## src/rtl/uart_line_buffer_if.sv

```systemverilog
// uart_line_buffer_if
//   Bundles the receiver-side stream, the transmitter handshake and the
//   status outputs of uart_line_buffer.
//   master : environment side (drives rx_valid/rx_data/tx_rdy)
//   slave  : buffer side (drives tx_en/tx_data/busy/dropped/fill)
//   DEPTH  : buffer capacity, sets the width of fill
interface uart_line_buffer_if #(
  parameter int DEPTH = 16
);
  localparam int PW = $clog2(DEPTH) + 1;

  logic          rx_valid;
  logic [7:0]    rx_data;
  logic          tx_rdy;
  logic          tx_en;
  logic [7:0]    tx_data;
  logic          busy;
  logic          dropped;
  logic [PW-1:0] fill;

  modport master (
    output rx_valid, rx_data, tx_rdy,
    input  tx_en, tx_data, busy, dropped, fill
  );

  modport slave (
    input  rx_valid, rx_data, tx_rdy,
    output tx_en, tx_data, busy, dropped, fill
  );
endinterface

```

## src/rtl/uart_line_buffer.sv

```systemverilog
// uart_line_buffer
//   Collects received bytes until the line terminator arrives or the buffer
//   fills, then replays the line followed by the terminator through the
//   transmitter's en/rdy handshake.
//   i_clk   : system clock (shared with UART rx/tx)
//   i_rst   : synchronous active-low reset
//   io_bus  : slave side of uart_line_buffer_if
//             in  rx_valid, rx_data, tx_rdy
//             out tx_en, tx_data, busy, dropped, fill
module uart_line_buffer #(
  parameter int          DEPTH = 16,
  parameter logic [7:0]  TERM  = 8'h0D
) (
  input  logic              i_clk,
  input  logic              i_rst,
  uart_line_buffer_if.slave io_bus
);
  localparam int AW = $clog2(DEPTH);
  localparam int PW = AW + 1;

  localparam logic [PW-1:0] DEPTH_P = PW'(DEPTH);
  localparam logic [PW-1:0] LAST_P  = PW'(DEPTH - 1);
  localparam logic [PW-1:0] ONE_P   = PW'(1);

  localparam logic [1:0] S_RECV      = 2'd0;
  localparam logic [1:0] S_SEND      = 2'd1;
  localparam logic [1:0] S_WAIT_BUSY = 2'd2;
  localparam logic [1:0] S_WAIT_RDY  = 2'd3;

  logic [1:0]    r_state;
  logic [PW-1:0] r_wptr;
  logic [PW-1:0] r_rptr;
  logic [7:0]    r_mem [DEPTH];
  logic          r_tx_en;
  logic [7:0]    r_tx_data;
  logic          r_dropped;
  logic          r_last_term;

  logic          w_recv;
  logic          w_store;
  logic          w_term;
  logic          w_line_done;
  logic          w_drop;
  logic          w_rd_hit;
  logic [7:0]    w_rd_byte;
  logic [7:0]    w_first_byte;

  assign w_recv      = (r_state == S_RECV);
  assign w_store     = w_recv && io_bus.rx_valid && (io_bus.rx_data != TERM) && (r_wptr < DEPTH_P);
  assign w_term      = w_recv && io_bus.rx_valid && (io_bus.rx_data == TERM);
  // The line closes on the terminator, or on the store that fills the buffer.
  assign w_line_done = w_term || (w_store && (r_wptr == LAST_P));
  // Anything not stored and not a terminator accepted in RECV is lost.
  assign w_drop      = io_bus.rx_valid && !w_store && !w_term;

  assign w_rd_hit    = (r_rptr < r_wptr);
  assign w_rd_byte   = r_mem[r_rptr[AW-1:0]];
  // First byte of a replay launched straight from RECV: an empty line sends
  // only the terminator; otherwise slot 0 already holds data (DEPTH >= 2).
  assign w_first_byte = (w_term && (r_wptr == '0)) ? TERM : r_mem[0];

  // Line storage: data only, no reset.
  always_ff @(posedge i_clk) begin
    if (w_store) r_mem[r_wptr[AW-1:0]] <= io_bus.rx_data;
  end

  always_ff @(posedge i_clk) begin
    if (!i_rst) begin
      r_state     <= S_RECV;
      r_wptr      <= '0;
      r_rptr      <= '0;
      r_tx_en     <= 1'b0;
      r_tx_data   <= 8'h00;
      r_dropped   <= 1'b0;
      r_last_term <= 1'b0;
    end else begin
      r_tx_en <= 1'b0;
      if (w_drop) r_dropped <= 1'b1;

      case (r_state)
        S_RECV: begin
          if (w_store) r_wptr <= r_wptr + ONE_P;
          if (w_line_done) begin
            r_rptr <= '0;
            // With the transmitter already idle, launch the first byte in the
            // closing cycle so tx_en follows the terminator by one clock.
            if (io_bus.tx_rdy) begin
              r_tx_en     <= 1'b1;
              r_tx_data   <= w_first_byte;
              r_last_term <= w_term && (r_wptr == '0);
              r_state     <= S_WAIT_BUSY;
            end else begin
              r_state     <= S_SEND;
            end
          end
        end

        S_SEND: begin
          if (io_bus.tx_rdy) begin
            r_tx_en     <= 1'b1;
            r_tx_data   <= w_rd_hit ? w_rd_byte : TERM;
            r_last_term <= !w_rd_hit;
            r_state     <= S_WAIT_BUSY;
          end
        end

        // rdy may still read high the cycle after en; wait for it to drop.
        S_WAIT_BUSY: begin
          if (!io_bus.tx_rdy) r_state <= S_WAIT_RDY;
        end

        S_WAIT_RDY: begin
          if (io_bus.tx_rdy) begin
            if (r_last_term) begin
              r_wptr  <= '0;
              r_rptr  <= '0;
              r_state <= S_RECV;
            end else begin
              r_rptr  <= r_rptr + ONE_P;
              r_state <= S_SEND;
            end
          end
        end

        default: r_state <= S_RECV;
      endcase
    end
  end

  assign io_bus.tx_en   = r_tx_en;
  assign io_bus.tx_data = r_tx_data;
  assign io_bus.busy    = !w_recv;
  assign io_bus.dropped = r_dropped;
  assign io_bus.fill    = r_wptr;
endmodule

```

## src/flat_wrapper.sv

```systemverilog
// flat-port wrapper written by rule: the top's interface ports become plain ports
module uart_line_buffer_flat 
#(
  parameter int          DEPTH = 16,
  parameter logic [7:0]  TERM  = 8'h0D
)
  (i_clk, i_rst, io_bus_rx_valid, io_bus_rx_data, io_bus_tx_rdy, io_bus_tx_en, io_bus_tx_data, io_bus_busy, io_bus_dropped, io_bus_fill);
  uart_line_buffer_if #(.DEPTH(DEPTH)) io_bus_i ();
  input  logic i_clk;
  input  logic i_rst;
  input wire logic [$bits(io_bus_i.rx_valid)-1:0] io_bus_rx_valid;
  input wire logic [$bits(io_bus_i.rx_data)-1:0] io_bus_rx_data;
  input wire logic [$bits(io_bus_i.tx_rdy)-1:0] io_bus_tx_rdy;
  output wire logic [$bits(io_bus_i.tx_en)-1:0] io_bus_tx_en;
  output wire logic [$bits(io_bus_i.tx_data)-1:0] io_bus_tx_data;
  output wire logic [$bits(io_bus_i.busy)-1:0] io_bus_busy;
  output wire logic [$bits(io_bus_i.dropped)-1:0] io_bus_dropped;
  output wire logic [$bits(io_bus_i.fill)-1:0] io_bus_fill;
  assign io_bus_i.rx_valid = io_bus_rx_valid;
  assign io_bus_i.rx_data = io_bus_rx_data;
  assign io_bus_i.tx_rdy = io_bus_tx_rdy;
  assign io_bus_tx_en = io_bus_i.tx_en;
  assign io_bus_tx_data = io_bus_i.tx_data;
  assign io_bus_busy = io_bus_i.busy;
  assign io_bus_dropped = io_bus_i.dropped;
  assign io_bus_fill = io_bus_i.fill;
  uart_line_buffer #(.DEPTH(DEPTH), .TERM(TERM)) u_core (.i_clk(i_clk), .i_rst(i_rst), .io_bus(io_bus_i));
endmodule
```

## config.mk

```make
export PLATFORM = sky130hd
export DESIGN_NAME = uart_line_buffer_flat
export DESIGN_NICKNAME = d
export VERILOG_FILES = /design/src/rtl/uart_line_buffer_if.sv /design/src/rtl/uart_line_buffer.sv /design/src/flat_wrapper.sv
export SDC_FILE = /design/constraint.sdc
export NUM_CORES = 1
export LEC_CHECK = 0
export ABC_AREA = 1
export BUFFER_PORTS_ARGS = -buffer_cell sky130_fd_sc_hd__buf_2
export CORE_ASPECT_RATIO = 1.5
export CORE_MARGIN = 2
export CORE_UTILIZATION = 66
export DETAILED_ROUTE_END_ITERATION = 10
export GPL_ROUTABILITY_DRIVEN = 0
export PLACE_DENSITY_LB_ADDON = 0.15
export SYNTH_ARGS = -nofsm -noshare
export SYNTH_HDL_FRONTEND = slang
export SYNTH_SLANG_ARGS = --single-unit
```

## constraint.sdc

```tcl
create_clock -name i_clk -period 4.6 [get_ports i_clk]
set_clock_uncertainty 0.05 [all_clocks]
set_input_delay 0.69 -clock i_clk [delete_from_list [all_inputs] [get_ports i_clk]]
set_output_delay 0.69 -clock i_clk [all_outputs]
set_load 0.02 [all_outputs]
```

==> results.cfg <==
[finish]
drive_above_1_share_pct = 10.79
final_nets = 738
multi_input_area_um2 = 2106
seqCellArea_um2 = 4385
diodes = 0
n_fill_cell = 714
area_growth_pct = 11.02

[synthesis]
synth_edf_count = 128
synth_seq_cells = 155
ys_seq_area_share_pct = 63.41
synthArstFlopShare_pct = 0
yosys-top-cells-count = nand2_1, edfxtp_1, nand3_1
netlist_instances = 690
ys_warn_count = 0
synth_cell_types = 31
ys.flop_type = edfxtp_1
synth_most_common_cell = nand2_1
synth.area.top_cells = edfxtp_1, nand2_1, nand3_1
synth_top_cell_by_area = edfxtp_1
syn_area_um2 = 6914
synthesis.nets = 717
syn_area_per_cell_um2 = 10.02
synth_top_area_share_pct = 55.59

[timing]
worstMarginPinSlew_ps = 972.4
finalSetupViolCount = 0
relSlewSlack_pct = 35.08
slew_violations = 0
min_period_ps = 2667
finalSetupTns_ps = 0
hold_viol_final = 0
finalCritPeriodShare_pct = 57.97
timing.final.ws_setup_ps = 1933
rsz0062_at_grt = no
timing.fmax_mhz = 375.0

[worst_setup_path]
required_ps = 4860
slowest_stage = inv_2
crit_family = buffers and inverters
crit_path_max_fanout = 72
cp_cell_sequence = buf_4, inv_2, o21ai_0, nand3_1, nand3_1, nand2_1, nand2_1, a21oi_2
cp-start-kind = register
path_buf_inv = 2
max_stage_delay_ps = 600
critPathCaptureType = register
cp.arrival_ps = 2930
critical_path_class = register to register

[clock_network]
cts_hold_buffers = 0
clock_tree.buffer_depth = 2
clk_latency_ps = 420
h-tree-depth = 4
cts_made_buffers = 17
cts_resized = 0
clock-sinks = 155
clk_pin_slew_ps = 60
clock-root-buffer = clkbuf_16
cts_tree = done
post-cts-setup-buffers = 0

[pwr]
ir_worst_vdd_v = 0.0004715
powerDensity_nw_per_um2 = 585.6
power.leakage_uw = 0.003059

[grt]
grt_max_degree = 73
grt_usage_pct = 30.75
grt-ovfl-total = 0
grt_first_pass_wirelength_mm = 25.32
grt_pass1_vias = 4835
grt_antenna_before_repair = 0

[die]
die_x_um = 87.57
placementRows = 45
initial_core_util_pct = 67.85
die_area_um2 = 11330
fp.dieH_um = 129.4
fp.coreArea_um2 = 10190
pin_count = 28

[placement]
dp_worst_setup_slack_ps = 1773
hpwl_mm = 10.58
portBuffers = 27

[detailed_routing]
num_vias = 5089
vias_per_cell = 5.890
avgRoutedWirePerCell_um = 19.08
dr.pass1.iters = 7
drcViolationCount = 0
drt_iter0_markers = 542
ant_nets = 0
wl_mm = 16.48

[flow_run]
drv_cap = 0

[min_path]
hold_start = u_core.io_bus.dropped$_SDFFE_PN0P_
hold_path.class = register to register

[outcome]
status = completed
tightest hold or removal path: stages, from the launching register on:
cell	delay, ps
dfxtp_1	300
inv_1	40
a21oi_1	50
sequential cells by signal, summed over array words and instances, names as in the netlist, named ones only:
register and count:
u_core.r_mem 128, u_core.io_bus.tx_data 8, u_core.io_bus.fill 5, u_core.r_rptr 5, u_core.r_state 2, u_core.io_bus.dropped 1, u_core.io_bus.tx_en 1, u_core.r_last_term 1
placed cells by master, fill, tap and decap left out, drive strengths merged:
| cell type | synthesis | final |
|---|---|---|
| xnor2 | 1 | 1 |
| nand4 | 6 | 6 |
| edfxtp | 128 | 128 |
| nor3 | 3 | 3 |
| bufinv | 0 | 1 |
| a21oi | 23 | 23 |
| nor4 | 1 | 1 |
| buf | 24 | 29 |
| clkbuf | 3 | 27 |
| nand3 | 112 | 112 |
| o21bai | 1 | 1 |
| xor2 | 3 | 3 |
| o21ai | 14 | 14 |
| o211ai | 6 | 6 |
| nor2 | 55 | 55 |
| clkinv | 1 | 4 |
| dfxtp | 27 | 27 |
| inv | 69 | 69 |
| mux2 | 1 | 1 |
| ha | 15 | 15 |
| nand2 | 197 | 197 |
logic make-up (layout without fill, tap and decap cells):
| family | Yosys count | count (layout) | synth area share [%] |
|---|---|---|---|
| compound gates | 44 | 44 | 3.818 |
| xor+xnor | 4 | 4 | 0.5068 |
| fa+ha+maj | 15 | 15 | 2.714 |
| buf+inv | 97 | 130 | 6.134 |
| flops | 155 | 155 | 63.41 |
| mux | 1 | 1 | 0.1629 |
| simple gates | 374 | 374 | 23.25 |
where the power goes:
part	internal [µW]	total [µW]	leakage [µW]	switching [µW]
sequential	1640	1710	0.00138	64.7
clock	867	1380	0.000293	516
combinational	403	1400	0.00139	999
through the flow:
step | hold slack [ps] | total power (µW) | std cells | util (%) | area, µm²
after floorplan | 423.8 | 2776 | 690 | - | 6914
after global placement | 386.2 | 3050 | 833 | 69.48 | 7081
after detailed placement | 388.8 | 3101 | 833 | 69.48 | 7081
after CTS | 397.6 | 4472 | 864 | 75.32 | 7676
after global routing | 445.3 | 4711 | 864 | 75.32 | 7676
final | 397.8 | 4495 | 864 | 75.32 | 7676
path summary, 6_finish.rpt:
kind,cells after the start,end,slack [ps]
setup reg to reg,8,u_core.io_bus.tx_data[6]$_SDFFE_PN0P_,1930
setup / recovery,8,u_core.io_bus.tx_data[6]$_SDFFE_PN0P_,1930
hold reg to reg,2,u_core.io_bus.dropped$_SDFFE_PN0P_,400
hold / removal,2,u_core.io_bus.dropped$_SDFFE_PN0P_,400
final cells by class:
cell class / count / share of cell area [%]
multi-input cells: 438 / 27.43
clock buffers: 27 / 7.123
inverters: 70 / 3.423
clock inverters: 4 / 0.6357
flip-flops and latches: 155 / 57.13
well taps: 141 / 2.298
repair buffers: 29 / 1.956
per-layer routing:
metal | wire [µm] | GRT usage (%) | up-vias
li1 | - | - | 2355
met1 | 5833 | 36.02 | 2413
met2 | 8908 | 54.06 | 273
met3 | 1149 | 6.433 | 48
met4 | 591 | 13.30 | 0
met5 | 0 | 0 | -
(Power assumes the default switching activity.)
